$ cat src/rtl/vending_pkg.sv
// ----------------------------------------------------------------------------
// vending_pkg
// Shared constants for the vending controller:
//   - one-hot coin codes presented by the coin acceptor
//   - FSM state encoding (legacy-compatible localparam constants)
//   - price expressed in 25c units
//   - helper mapping a credit unit count (0..3) to its credit state
// ----------------------------------------------------------------------------
package vending_pkg;

    // Coin codes on the 5-bit one-hot coin bus; bit 4 is reserved.
    localparam logic [4:0] ZERO        = 5'b00000;
    localparam logic [4:0] QUARTER     = 5'b00001;
    localparam logic [4:0] FIFTY       = 5'b00010;
    localparam logic [4:0] SEVENTYFIVE = 5'b00100;
    localparam logic [4:0] DOLLAR      = 5'b01000;

    // State encoding. Credit states carry their credit in units of 25c.
    typedef logic [2:0] state_t;
    localparam state_t EMPTY = 3'd0;
    localparam state_t Q25   = 3'd1;
    localparam state_t Q50   = 3'd2;
    localparam state_t Q75   = 3'd3;
    localparam state_t VEND  = 3'd4;

    // Price in 25c units ($1.00).
    localparam logic [2:0] PRICE_UNITS = 3'd4;

    // Map a below-price credit (in units) to the state holding that credit.
    // Anything outside 0..3 is not a credit state and falls back to EMPTY.
    function automatic state_t units_to_state(input logic [2:0] units);
        state_t st;
        case (units)
            3'd0:    st = EMPTY;
            3'd1:    st = Q25;
            3'd2:    st = Q50;
            3'd3:    st = Q75;
            default: st = EMPTY;
        endcase
        return st;
    endfunction

endpackage : vending_pkg

$ cat src/rtl/vending_coin_decode.sv
// ----------------------------------------------------------------------------
// vending_coin_decode
// Purely combinational coin classifier.
// Ports:
//   coin   in  [4:0] one-hot coin code from the acceptor
//   valid  out       exactly one of bits [3:0] set and bit 4 clear
//   units  out [2:0] coin value in 25c units (0 when invalid)
// ----------------------------------------------------------------------------
module vending_coin_decode
    import vending_pkg::*;
(
    input  logic [4:0] coin,
    output logic       valid,
    output logic [2:0] units
);

    // Only the four legal one-hot codes are accepted; zero, the reserved bit
    // and any multi-bit pattern all decode as "no coin".
    always_comb begin
        valid = 1'b0;
        units = 3'd0;
        case (coin)
            QUARTER: begin
                valid = 1'b1;
                units = 3'd1;
            end
            FIFTY: begin
                valid = 1'b1;
                units = 3'd2;
            end
            SEVENTYFIVE: begin
                valid = 1'b1;
                units = 3'd3;
            end
            DOLLAR: begin
                valid = 1'b1;
                units = 3'd4;
            end
            default: begin
                valid = 1'b0;
                units = 3'd0;
            end
        endcase
    end

endmodule : vending_coin_decode

$ cat src/rtl/vending_moore.sv
// ----------------------------------------------------------------------------
// vending_moore
// Moore vending controller: accumulates credit in 25c units from one coin per
// clock and pulses dispense for one cycle once credit reaches $1.00.
// Overpayment is discarded. All outputs are flops loaded from the next-state
// decode, so they follow the state register exactly with no path from coin.
// Ports:
//   clk          in   rising-edge clock
//   reset        in   synchronous active-high reset, forces EMPTY
//   coin         in   [4:0] one-hot coin code, sampled every rising edge
//   empty        out  credit = 0
//   quarter      out  credit = 25c
//   fifty        out  credit = 50c
//   seventyfive  out  credit = 75c
//   dollar       out  VEND state
//   dispense     out  product release, high only in VEND
// ----------------------------------------------------------------------------
module vending_moore
    import vending_pkg::*;
(
    input  logic       clk,
    input  logic       reset,
    input  logic [4:0] coin,
    output logic       empty,
    output logic       quarter,
    output logic       fifty,
    output logic       seventyfive,
    output logic       dollar,
    output logic       dispense
);

    state_t     state_r;
    state_t     next_state_s;
    logic       coin_valid_s;
    logic [2:0] coin_units_s;
    logic [2:0] credit_s;
    logic [2:0] sum_s;

    logic empty_r;
    logic quarter_r;
    logic fifty_r;
    logic seventyfive_r;
    logic dollar_r;
    logic dispense_r;

    vending_coin_decode u_coin_decode (
        .coin  (coin),
        .valid (coin_valid_s),
        .units (coin_units_s)
    );

    // Credit held by the current state; VEND counts as zero so the cycle
    // after a purchase starts from a clean slate while still taking a coin.
    always_comb begin
        credit_s = 3'd0;
        case (state_r)
            EMPTY:   credit_s = 3'd0;
            Q25:     credit_s = 3'd1;
            Q50:     credit_s = 3'd2;
            Q75:     credit_s = 3'd3;
            VEND:    credit_s = 3'd0;
            default: credit_s = 3'd0;
        endcase
    end

    // Next-state logic. Max sum is 3 + 4 = 7, so 3 bits never overflow.
    // Illegal encodings recover to EMPTY.
    always_comb begin
        sum_s        = credit_s + coin_units_s;
        next_state_s = state_r;
        if ((state_r != EMPTY) && (state_r != Q25) && (state_r != Q50) &&
            (state_r != Q75) && (state_r != VEND)) begin
            next_state_s = EMPTY;
        end else if (coin_valid_s) begin
            if (sum_s >= PRICE_UNITS) begin
                next_state_s = VEND;
            end else begin
                next_state_s = units_to_state(sum_s);
            end
        end else if (state_r == VEND) begin
            next_state_s = EMPTY;
        end else begin
            next_state_s = state_r;
        end
    end

    // State register and registered output decode of the incoming state.
    always_ff @(posedge clk) begin
        if (reset) begin
            state_r       <= EMPTY;
            empty_r       <= 1'b1;
            quarter_r     <= 1'b0;
            fifty_r       <= 1'b0;
            seventyfive_r <= 1'b0;
            dollar_r      <= 1'b0;
            dispense_r    <= 1'b0;
        end else begin
            state_r       <= next_state_s;
            empty_r       <= (next_state_s == EMPTY);
            quarter_r     <= (next_state_s == Q25);
            fifty_r       <= (next_state_s == Q50);
            seventyfive_r <= (next_state_s == Q75);
            dollar_r      <= (next_state_s == VEND);
            dispense_r    <= (next_state_s == VEND);
        end
    end

    assign empty       = empty_r;
    assign quarter     = quarter_r;
    assign fifty       = fifty_r;
    assign seventyfive = seventyfive_r;
    assign dollar      = dollar_r;
    assign dispense    = dispense_r;

endmodule : vending_moore

$ cat config.mk
export PLATFORM = sky130hd
export DESIGN_NAME = vending_moore
export DESIGN_NICKNAME = d
export VERILOG_FILES = /design/src/rtl/vending_pkg.sv /design/src/rtl/vending_coin_decode.sv /design/src/rtl/vending_moore.sv
export SDC_FILE = /design/constraint.sdc
export NUM_CORES = 1
export LEC_CHECK = 0
export ABC_AREA = 1
export ABC_CLOCK_PERIOD_IN_PS = 1700
export CAP_MARGIN = 20
export CORE_AREA = 2 2 39 41
export CTS_CLUSTER_DIAMETER = 150
export DETAILED_ROUTE_END_ITERATION = 7
export DIE_AREA = 0 0 41 43
export HOLD_SLACK_MARGIN = 0.05
export PLACE_DENSITY = 0.72
export SETUP_SLACK_MARGIN = 0.3
export SLEW_MARGIN = 20
export SYNTH_ARGS = -nofsm -noshare
export SYNTH_HDL_FRONTEND = slang
export SYNTH_SLANG_ARGS = --single-unit
$ cat constraint.sdc
create_clock -name clk -period 1.7 [get_ports clk]
set_input_delay 0.34 -clock clk [delete_from_list [all_inputs] [get_ports clk]]
set_output_delay 0.34 -clock clk [all_outputs]
set_load 0.02 [all_outputs]
# Word level (Yosys, flattened, before mapping)

Index checks and enable logic that the tools add are counted.

Register bits after elaboration: 8
Latch bits: 0
Memory bits (writable): 0
Memory bits (read-only): 0
Bits of input ports: 7
Output and inout port bits: 6
Word-level logic and storage cells: 42
Memories kept: 0

$add $sub $neg: 1
Multipliers: 0
Divide/modulo/power cells: 0
$lt $le $gt $ge: 1
Equality and inequality tests: 19
Shifts and indexed selects: 0
Muxes and demuxes: 8
Bitwise logic cells: 0
Reductions and logical operators: 7

Operator list:

| kind               | number |
|---|---|
| $eq 3x2->1 const B | 6 |
| $mux 3             | 4 |
| $pmux 2 s3         | 2 |
| $pmux 3 s4         | 1 |
| $eq 3x1->1 const B | 3 |
| $eq 3x3->1 const B | 2 |
| $ne 3x2->1 const B | 2 |
| $eq 5x1->1 const B | 1 |
| $eq 5x2->1 const B | 1 |
| $eq 5x3->1 const B | 1 |
| $eq 5x4->1 const B | 1 |
| $logic_and 1x1->1  | 4 |
| $reduce_or 4->1    | 1 |
| $add 3x3->3        | 1 |
| $ge 3x3->1 const B | 1 |
| $logic_not 3->1    | 1 |
| $ne 3x1->1 const B | 1 |
| $ne 3x3->1 const B | 1 |
| $reduce_bool 3->1  | 1 |
| $mux 1             | 1 |

# Logic depth before layout (Yosys ltp)

Depth after elaboration: 9
Gate-level depth with buffers: 14
Gate-level depth less buffers: 14

# Cells and area by module

From an unflattened synthesis, not the netlist that was laid out.

Cells, all modules: 65
Area, all modules: 457.9 um^2

By module, submodules not included:

| module              | instances | cells each | area each (um^2) | seq. area each (um^2) |
|---|---|---|---|---|
| vending_moore       | 1         | 44         | 370.4            | 160.2 |
| vending_coin_decode | 1         | 21         | 87.6             | 0.0 |

# Worst setup path before layout

Ideal clock, no wire load.

Kind: input to register
Start: in coin[2]
End: reg empty_r, in the netlist empty
Library setup time: 113 ps
Arrival: 1706 ps
Required time: 1587 ps
Slack: -120 ps
Stages: 12
Buffers on the path: 0
Path through: nor3_2 nand2_1 nand2_1 ha_1 inv_1 fa_1 nand4_1 nand3_1 nand2_2 nand3_1 nand3_1 nand2_1

Longest elaborated chain between the ends: 9
Elaborated cells on any way between the ends: 17
Classes of those cells: add/sub: 1; order compare: 1; eq/ne: 7; mux: 6; reduce/logical: 2

Ends and longest elaborated chain:

| what                                     | line                      | RTL |
|---|---|---|
| start, declared                          | vending_moore.sv:23       | `input logic [4:0] coin,` |
| $eq 5x4->1 (tied with other cells)       | vending_coin_decode.sv:22 | `case (coin)` |
| $pmux 3 s4                               | vending_coin_decode.sv:22 |  |
| $add 3x3->3                              | vending_moore.sv:69       | `sum_s = credit_s + coin_units_s;` |
| $eq 3x2->1 or $eq 3x1->1 (tied branches) | vending_pkg.sv:33         | `case (units)` |
| $pmux 2 s3                               | vending_pkg.sv:33         |  |
| $mux 3                                   | vending_moore.sv:75       | `if (sum_s >= PRICE_UNITS) begin` |
| $mux 3 *                                 | vending_moore.sv:74       | `end else if (coin_valid_s) begin` |
| $mux 3 *                                 | vending_moore.sv:71       | `if ((state_r != EMPTY) && (state_r != Q25) && (state_r != Q50) &&` |
| $logic_not 3->1 *                        | vending_moore.sv:99       | `empty_r <= (next_state_s == EMPTY);` |
| end signal, assigned                     | vending_moore.sv:99       |  |
| end, declared                            | vending_moore.sv:39       | `logic empty_r;` |

Mark *: on every way between the ends. The rest lies on a longest branch, timed or not.
A chain may end at the register's enable or synchronous reset.

# Worst setup path in the final report

Start: in coin[3]
End: reg fifty_r, in the netlist fifty

Longest elaborated chain between the ends: 9
Elaborated cells on any way between the ends: 17
Classes of those cells: add/sub: 1; order compare: 1; eq/ne: 8; mux: 6; reduce/logical: 1

Ends and longest elaborated chain:

| what                                     | line                      | RTL |
|---|---|---|
| $eq 5x4->1 (tied with other cells)       | vending_coin_decode.sv:22 |  |
| $pmux 3 s4                               | vending_coin_decode.sv:22 |  |
| $add 3x3->3                              | vending_moore.sv:69       |  |
| $eq 3x2->1 or $eq 3x1->1 (tied branches) | vending_pkg.sv:33         |  |
| $pmux 2 s3                               | vending_pkg.sv:33         |  |
| $mux 3                                   | vending_moore.sv:75       |  |
| $mux 3 *                                 | vending_moore.sv:74       |  |
| $mux 3 *                                 | vending_moore.sv:71       |  |
| $eq 3x2->1 *                             | vending_moore.sv:101      | `fifty_r <= (next_state_s == Q50);` |
| end signal, assigned                     | vending_moore.sv:101      |  |
| end, declared                            | vending_moore.sv:41       | `logic fifty_r;` |

Marked as above.

==> results.md <==
- Status: finished with violations
- Failing checks: negative setup slack
- Critical-path cell list: buf_8 -> nor3_4 -> nand2_1 -> nand2_1 -> ha_2 -> inv_2 -> fa_2 -> nand4_1 -> nand3_1 -> nand2_2 -> nand3_4 -> nand2_2 -> nor2_1
- Dpl cells: 98
- Iter 0 DRT Violations: 11
- Final core area utilization: 55.4%
- Cts hold-fix bufs: 0
- Worst setup margin: -0.0542 ns
- Post-route insts no fill: 106
- CP peak stage delay: 0.33 ns
- Synth cell types: 19
- RSZ-0062 raised after global routing: true
- Finish-stage setup viols: 5
- Arrival time worst endpoint: around 1.9 ns
- Final Cycle Share: 103%
- Max VDD drop: around 560 uV
- Initial antenna violation count: 0
- Placed instance area: 673 um2
- Mean Syn Cell Area: 7.41 um2
- Share of layout cells above drive strength 1: 47.8%
- CTS root buf: clkbuf_4
- Vias in the first global route: roughly 470
- CP max-delay cell: fa_2
- Synth Warn #: 0
- Worst slew pin tran: about 0.26 ns
- Fin crit period: 1.75 ns
- TritonCTS clock tree: built
- Via Count: about 480
- Drt total wl: around 1000 um
- Area delta synth->final: 61.7%
- Yosys reg bits: 8
- Top-Level Pins: 13
- Mapped Nets: 73
- CTS clock-pin slew for the worst setup and hold paths: 0.05 ns
- Synth Instances: 64
- Cell row count: 14
- Worst Path Required: between 1.5 and 2 ns
- PortBufs: 12
- PwrDens: roughly 600 nW/um2
- Netlist Area Pre-Place: 474 um2
- RePlAce Congestion: 0.766
- Dpl ws: -0.706 ns
- Hold depth: 2
- DRC viols: 0
- First-pass GRT wire length: 1850 um
- Initial Util: 34.3%
- Setup crit end kind: register
- # diodes: 0
- Die X: 41 um
- FMAX: 0.570 GHz
- Largest net degree at the start of global routing: 6
- DR WL/cell: between 9 and 10 um
- Placed wire-length estimate: between 700 and 800 um
- Worst-Skew Late Latency: ~0.25 ns
- CTS H-Tree Depth: 1
- CTS Buf Count: 3
- Slew HR: between 80% and 90%
- Flop2flop setup slack: 0 ns
- Die height: 43 um
- Leak: 0.414 nW
- CP Launch Type: input port
- DR vias/cell: 4.57
- Grt ovf: 0
- Fin Clk Skew: 0.00338 ns
- DRT Pass-1 Iters: 4
- Nets: 101
- Num Clock Sinks: 8
- Fin. Hold Viols: 0
- Sequential share of the synthesized area: 33.8%
- Post-route cell area: approximately 770 um2
- CTS max path bufs: 2
- Slew Limit Fails: 0
- Remaining antenna violation count: 0
- Crit-path max FO: 3
- Worst Hold Class: input port to register
- Die area: 1760 um2
- Critical Setup Path Class: input port to register
- Worst R2R Path Depth: 9
- Core Box Area: around 1400 um2
- Max-Cap Viols: 0
- GRT Util Overall: 14.9%
==> cell families after synthesis <==
family	after synthesis	share of synthesized area, %
AO/OA/AOI/OAI	3	6.86
adder cells (fa/ha/maj)	2	6.86
buffers and inverters	14	11.9
flip-flops	8	33.8
AND/OR/NAND/NOR	37	40.6
==> flip-flops by register name, summed over array words and instances (netlist names) <==
name / cells
quarter: 1
seventyfive: 1
fifty: 1
empty: 1
state_r: 3
dispense: 1
==> power by group <==
group / leakage (nW) / internal (W) / total (W) / switching, W
logic: 0.334 / 0.0000583 / 0.000122 / 0.0000639
registers: 0.0655 / 0.000197 / 0.000200 / 0.00000244
clock network: 0.0138 / 0.0000802 / 0.000137 / 0.0000564
==> through the flow <==
step / hold WS (ns) / setup TNS [ns] / total power (W)
final: 0.657 / -0.118 / 0.000458
after global routing: 0.671 / -0.687 / 0.000500
after CTS: 0.608 / -0.0935 / 0.000453
after detailed placement: 0.625 / -5.04 / 0.000308
after global placement: 0.619 / -4.89 / 0.000307
after floorplan: 0.412 / -0.200 / 0.000260
==> layer usage <==
metal / track usage [%] / part of all wire (%) / vias up
li1: - / - / 252
met1: 19.3 / 44 / 222
met2: 22.2 / 53 / 10
met3: 7.85 / 2.8 / 0
met4: 2.00 / 0 / 0
met5: 0 / 0 / -
==> worst max-delay path, delay by kind of cell <==
kind	cells	cell delay [ns]
buffers and inverters	2	0.13
AND/OR/NAND/NOR	9	0.91
adder cells (fa/ha/maj)	2	0.50
==> layout by cell type (no fill, tap or decap), types with 4 or more instances in the layout <==
cell	synthesis	final
nand3_2	2	4
buf_4	1	12
inv_1	12	10
dlygate4sd2_1	0	6
nor2_1	10	9
dfxtp_1	8	7
nand2_2	2	4
nand2_1	8	6
nand3_1	8	4
==> final timing paths <==
path	startpoint	endpoint
worst max register to register	state_r[1]	fifty
worst max-delay path	coin[3]	fifty
worst min register to register	state_r[0]	seventyfive
worst min-delay path	reset	state_r[2]
==> cell usage after synthesis <==
cell	count	area, um2
inv_1	12	45.0
buf_4	1	7.51
nand2_2	2	12.5
o21ai_2	1	8.76
a21boi_0	1	7.51
nand3_2	2	20.0
o21ai_4	1	16.3
fa_1	1	20.0
or2_2	1	6.26
inv_2	1	3.75
nand3_1	8	40.0
nand4_1	3	18.8
nand2_1	8	30.0
nor3_2	1	10.0
nand2_4	1	11.3
nor2_2	1	6.26
ha_1	1	12.5
nor2_1	10	37.5
dfxtp_1	8	160
==> area by class of cell <==
class / count / area, um2
fill: 126 / 617
tap: 16 / 20.0
timing repair buffer: 24 / 198
multi-input combinational: 42 / 317
clock buffer: 3 / 22.5
inverter: 13 / 48.8
sequential: 8 / 161
==> repair_timing <==
item                       4_1_cts  5_1_grt
buffers inserted                 4        1
resized for setup               39        7
setup endpoints to repair       14        8
pin swaps                       13       11
Power figures use the tool's default switching activity.
